[config.mk]
export PLATFORM = sky130hd
export DESIGN_NAME = booth_product_divider
export DESIGN_NICKNAME = d
export VERILOG_FILES = /design/src/rtl/booth_product_divider.sv
export SDC_FILE = /design/constraint.sdc
export NUM_CORES = 1
export LEC_CHECK = 0
export ABC_AREA = 1
export CORE_UTILIZATION = 58
export CTS_BUF_LIST = sky130_fd_sc_hd__clkbuf_4 sky130_fd_sc_hd__clkbuf_8
export CTS_CLUSTER_DIAMETER = 30
export DETAILED_ROUTE_END_ITERATION = 10
export PLACE_DENSITY_LB_ADDON = 0.3
export SYNTH_ARGS = -nofsm -noshare
export SYNTH_HDL_FRONTEND = slang
export SYNTH_SLANG_ARGS = --single-unit
[constraint.sdc]
create_clock -name clk -period 1.99 [get_ports clk]
set_clock_uncertainty 0.2 [all_clocks]
set_input_delay 0.398 -clock clk [delete_from_list [all_inputs] [get_ports clk]]
set_output_delay 0.398 -clock clk [all_outputs]
set_load 0.03 [all_outputs]
[src/rtl/booth_product_divider.sv]
// Sequential signed restoring divider (truncating), one quotient bit per clock.
// Optional dividend reconstruction check enabled by defining BOOTH_DIV_SELFCHECK_EN.
module booth_product_divider #(
  parameter int DW = 8,
  parameter int VW = 4
) (
  input  logic          clk,
  input  logic          rst_n,
  input  logic          start,
  input  logic [DW-1:0] dividend,
  input  logic [VW-1:0] divisor,
  output logic          busy,
  output logic          done,
  output logic [DW-1:0] quotient,
  output logic [VW-1:0] remainder,
  output logic          div_by_zero,
  output logic          overflow,
  output logic          check_err
);

  localparam int CW = (DW > 1) ? $clog2(DW) : 1;

  typedef enum logic [1:0] {IDLE, RUN, FIX, DONE} state_t;

  state_t          state_reg, state_next;
  logic [CW-1:0]   count_reg;
  logic [VW-1:0]   pr_reg;
  logic [DW-1:0]   q_reg;
  logic [VW:0]     dmag_reg;
  logic [VW-1:0]   dvd_low_reg;
  logic            neg_dvd_reg, neg_dvs_reg, zero_dvs_reg;

  logic            accept;
  logic [VW:0]     dvs_ext, dvs_abs;
  logic [DW-1:0]   dvd_abs;
  logic [VW:0]     shifted;
  logic            ge;
  logic [VW-1:0]   sub, pr_step;
  logic [DW-1:0]   q_fix;
  logic [VW-1:0]   r_fix;
  logic            dbz_fix, ovf_fix;

  assign busy   = (state_reg == RUN) || (state_reg == FIX);
  assign done   = (state_reg == DONE);
  assign accept = start && !busy;

  always_ff @(posedge clk or negedge rst_n) begin
    if (!rst_n) state_reg <= IDLE;
    else        state_reg <= state_next;
  end

  always_comb begin
    state_next = state_reg;
    case (state_reg)
      IDLE:    if (start) state_next = RUN;
      RUN:     if (count_reg == '0) state_next = FIX;
      FIX:     state_next = DONE;
      DONE:    state_next = start ? RUN : IDLE;
      default: state_next = IDLE;
    endcase
  end

  // Magnitudes: |divisor| needs VW+1 bits so the most-negative divisor works.
  assign dvs_ext = {divisor[VW-1], divisor};
  assign dvs_abs = divisor[VW-1] ? (~dvs_ext + (VW+1)'(1)) : dvs_ext;
  assign dvd_abs = dividend[DW-1] ? (~dividend + DW'(1)) : dividend;

  // Restoring step: partial remainder stays below |divisor|, so VW bits hold it.
  assign shifted = {pr_reg, q_reg[DW-1]};
  assign ge      = (shifted >= dmag_reg);
  assign sub     = shifted[VW-1:0] - dmag_reg[VW-1:0];
  assign pr_step = ge ? sub : shifted[VW-1:0];

  always_ff @(posedge clk or negedge rst_n) begin
    if (!rst_n) begin
      count_reg    <= '0;
      pr_reg       <= '0;
      q_reg        <= '0;
      dmag_reg     <= '0;
      dvd_low_reg  <= '0;
      neg_dvd_reg  <= 1'b0;
      neg_dvs_reg  <= 1'b0;
      zero_dvs_reg <= 1'b0;
    end else if (accept) begin
      count_reg    <= CW'(DW-1);
      pr_reg       <= '0;
      q_reg        <= dvd_abs;
      dmag_reg     <= dvs_abs;
      dvd_low_reg  <= dividend[VW-1:0];
      neg_dvd_reg  <= dividend[DW-1];
      neg_dvs_reg  <= divisor[VW-1];
      zero_dvs_reg <= (divisor == '0);
    end else if (state_reg == RUN) begin
      pr_reg <= pr_step;
      q_reg  <= {q_reg[DW-2:0], ge};
      if (count_reg != '0) count_reg <= count_reg - CW'(1);
    end
  end

  always_comb begin
    dbz_fix = zero_dvs_reg;
    // Only a positive quotient of magnitude 2^(DW-1) is unrepresentable.
    ovf_fix = !zero_dvs_reg && !(neg_dvd_reg ^ neg_dvs_reg) && q_reg[DW-1];
    q_fix   = (neg_dvd_reg ^ neg_dvs_reg) ? (~q_reg + DW'(1)) : q_reg;
    r_fix   = neg_dvd_reg ? (~pr_reg + VW'(1)) : pr_reg;
    if (zero_dvs_reg) begin
      q_fix = '1;
      r_fix = dvd_low_reg;
    end
  end

  always_ff @(posedge clk or negedge rst_n) begin
    if (!rst_n) begin
      quotient    <= '0;
      remainder   <= '0;
      div_by_zero <= 1'b0;
      overflow    <= 1'b0;
    end else if (state_reg == FIX) begin
      quotient    <= q_fix;
      remainder   <= r_fix;
      div_by_zero <= dbz_fix;
      overflow    <= ovf_fix;
    end
  end

`ifdef BOOTH_DIV_SELFCHECK_EN
  logic [DW-1:0]    dvd_cap_reg;
  logic [VW-1:0]    dvs_cap_reg;
  logic [DW+VW-1:0] recon;
  logic             chk_fail;

  always_ff @(posedge clk or negedge rst_n) begin
    if (!rst_n) begin
      dvd_cap_reg <= '0;
      dvs_cap_reg <= '0;
    end else if (accept) begin
      dvd_cap_reg <= dividend;
      dvs_cap_reg <= divisor;
    end
  end

  // Low DW+VW bits of the product are sign-agnostic once both operands are extended.
  always_comb begin
    recon = ({{VW{q_fix[DW-1]}}, q_fix} * {{DW{dvs_cap_reg[VW-1]}}, dvs_cap_reg})
          + {{DW{r_fix[VW-1]}}, r_fix};
    chk_fail = !dbz_fix && !ovf_fix && (recon != {{VW{dvd_cap_reg[DW-1]}}, dvd_cap_reg});
  end

  always_ff @(posedge clk or negedge rst_n) begin
    if (!rst_n)                 check_err <= 1'b0;
    else if (state_reg == FIX)  check_err <= chk_fail;
  end
`else
  assign check_err = 1'b0;
`endif

endmodule

==> results.sh <==
export IMPL_yosysTopAreaCellShare=0.419
export IMPL_num_antenna_cells=0
export IMPL_final_nets=399
export IMPL_die_w_um=68.5
export IMPL_worstPathMaxFanout=5
export IMPL_endpoint="done"
export IMPL_dr_total_vias=2227
export IMPL_routed_wl_um=5350
export IMPL_cts_htree_levels=2
export IMPL_critPathLaunch="state_reg[1]"
export IMPL_finalHoldViolations=0
export IMPL_maxCapViolCount=0
export IMPL_r2r_slack_ns=0.13
export IMPL_clk_latency_ns=0.30
export IMPL_grt_max_degree=44
export IMPL_grt_remaining_overflow=0
export IMPL_synth_top_area_cell="dfrtp_1"
export IMPL_path_class="reg2out"
export IMPL_synthArstFlopShare=1.00
export IMPL_dpl_cell_area_um2=2950
export IMPL_drive_gt1_frac=0.117
export IMPL_grt_util_all_layers=0.262
export IMPL_reg2reg_depth=8
export IMPL_min_period_ns=1.92
export IMPL_slowest_delay_ns=0.42
export IMPL_synth_edf_count=0
export IMPL_pwr_density_cell_nw_per_um2=1770
export IMPL_crit_required_ns=1.39
export IMPL_hold_class="reg2reg"
export IMPL_postCtsSetupRepairBufs=0
export IMPL_syn_inst=327
export IMPL_syn_area_per_cell_um2=7.85
export IMPL_wl_per_cell_um=12.8
export IMPL_cts_tree="done"
export IMPL_use_met3=0.0510
export IMPL_grt_busiest_layer="met2"
export IMPL_cts_buffers_inserted=5
export IMPL_fmax_mhz=520
export IMPL_met2_usage=0.435
export IMPL_setup_tns_ns=0
export IMPL_via_per_inst=5.33
export IMPL_fin_area_um2=3080
export IMPL_ios=32
export IMPL_critPathLaunchType="flip-flop"
export IMPL_start_util=0.624
export IMPL_setup_viol=0
export IMPL_clk_pin_slew_ns=0.08
export IMPL_r2r_end="pr_reg[3]"
export IMPL_relSlewSlack=0.651
export IMPL_cp_end_kind="output pin"
export IMPL_cts_root_buf="clkbuf_8"
export IMPL_slowest_stage="dfrtp_1"
export IMPL_antenna_found_initial=0
export IMPL_core_um2=4120
export IMPL_routabilityCongestion=0.901
export IMPL_first_pass_iters=4
export IMPL_cp_arrival_ns=1.33
export IMPL_min_delay_start="quotient[5]"
export IMPL_die_y_um=68.5
export IMPL_dp_slack_ns=0.0589
export IMPL_rows=23
export IMPL_synth_area_leaders="dfrtp_1 42%, nand2_1 13%, ha_1 7.8%"
export IMPL_setup_ws_ns=0.0656
export IMPL_synth_nets=359
export IMPL_synth_seq_cells=43
export IMPL_rr_startpoint="pr_reg[1]"
export IMPL_fin_total_pwr_uw=5430
export IMPL_synth_area_um2=2570
export IMPL_seq_area_frac_synth=0.419
export IMPL_status="completed"
export IMPL_grt_pass1_wl_um=8960
export IMPL_synthFlopType="dfrtp_1"
export IMPL_drv_slew=0
export IMPL_clock_sinks=43
export IMPL_grt_pass1_vias=2047
export IMPL_synth_distinct_cells=34
export IMPL_port_buffers=30
export IMPL_crit_chain="ha_1 > dlygate4sd2_1"
export IMPL_rsz0062_at_grt="false"
export IMPL_dpl_hpwl_um=3950
export IMPL_yosys_warnings=0
export IMPL_clock_path_buffers=2
export IMPL_drtIter0Drc=241
export IMPL_grt_met1_usage=0.341
export IMPL_nFillCells=327
export IMPL_vdd_ir_drop_max_uv=1040
export IMPL_area_growth_syn_to_layout_pct=19.9
export IMPL_postRouteAntennaNets=0
export IMPL_worst_slew_pin_slew_ns=0.524
export IMPL_period_share=0.967
export IMPL_drc=0
export IMPL_dieArea_um2=4690
export IMPL_whs_ns=0.277
export IMPL_power_leakage_uw=0.00159
==> placed cells by master, fill, tap and decap left out, types with 2 or more instances in the layout <==
master / count
nor2_1: 16
buf_4: 7
nand3_2: 2
dlymetal6s2s_1: 2
inv_2: 9
o221ai_1: 3
nand4_1: 6
ha_1: 16
o21ai_0: 7
a21oi_1: 9
o211ai_1: 4
nand2_2: 7
o22ai_1: 5
dfrtp_1: 43
inv_1: 49
o21ai_1: 16
clkdlybuf4s50_1: 25
nand2_1: 88
clkbuf_8: 7
xor2_1: 4
nand3_1: 23
==> per-stage QoR <==
step,utilization,cells
2_1_floorplan,-,327
3_3_place_gp,0.717,409
3_5_place_dp,0.717,409
4_1_cts,0.744,418
5_1_grt,0.748,418
6_report,0.748,418
==> worst min path at each step <==
| stage | endpoint | slack (ns) | cells past startpoint |
|---|---|---|---|
| after CTS | count_reg[2] | 0.28 | 1 |
| after floorplan | count_reg[0] | -0.1 | 0 |
| final | quotient[5] | 0.28 | 2 |
| after detailed placement | quotient[6] | 0.26 | 2 |
| after global routing | count_reg[2] | 0.30 | 1 |
| after global placement | quotient[5] | 0.25 | 2 |
==> cells by family (layout without fill, tap and decap cells) <==
group                    after synthesis  after routing  synth area share
AND/OR/NAND/NOR                      145            145             0.245
buffers and inverters                 64            105             0.100
AO/OA/AOI/OAI                         52             52             0.131
flip-flops                            43             43             0.419
adder cells (fa/ha/maj)               17             17            0.0858
XOR/XNOR                               5              5            0.0171
other                                  1              1           0.00146
==> layout make-up <==
class / instances / area [um^2] / area share
multi-input combinational: 220 / 1240 / 0.404
tap: 50 / 62.6 / 0.0203
inverter: 59 / 221 / 0.0720
clock buffer: 8 / 104 / 0.0337
timing repair buffer: 38 / 372 / 0.121
sequential: 43 / 1080 / 0.350
==> routing by layer <==
layer / vias up / share of wire
li1: 1132 / -
met1: 1028 / 0.47
met2: 56 / 0.47
met3: 11 / 0.041
met4: 0 / 0.018
met5: - / 0
==> where the power goes <==
group / switching [uW] / internal, uW
combinational: 2000 / 1230
sequential: 290 / 1280
clock: 300 / 331
==> cells in the mapped netlist (all sizes together) (3+ instances only) <==
| master | n |
|---|---|
| xor2 | 4 |
| ha | 16 |
| nand4 | 6 |
| o21ai | 24 |
| a21oi | 10 |
| buf | 5 |
| o221ai | 3 |
| nor2 | 17 |
| o22ai | 6 |
| dfrtp | 43 |
| inv | 58 |
| o211ai | 5 |
| nand3 | 25 |
| nand2 | 95 |
==> worst max-delay path, delay by kind of cell, from the launching register on <==
kind | cells | cell delay (ns)
DFF | 1 | 0.42
buffers and inverters | 1 | 0.41
adders and majority gates | 1 | 0.20
==> timing repair <==
item | in CTS | in global routing
hold endpoints to repair | 43 | 0
gates resized for setup | 1 | 4
hold buffers | 1 | 0
cloned | 0 | 0
setup endpoints to repair | 1 | 5
Power figures use the tool's default switching activity.
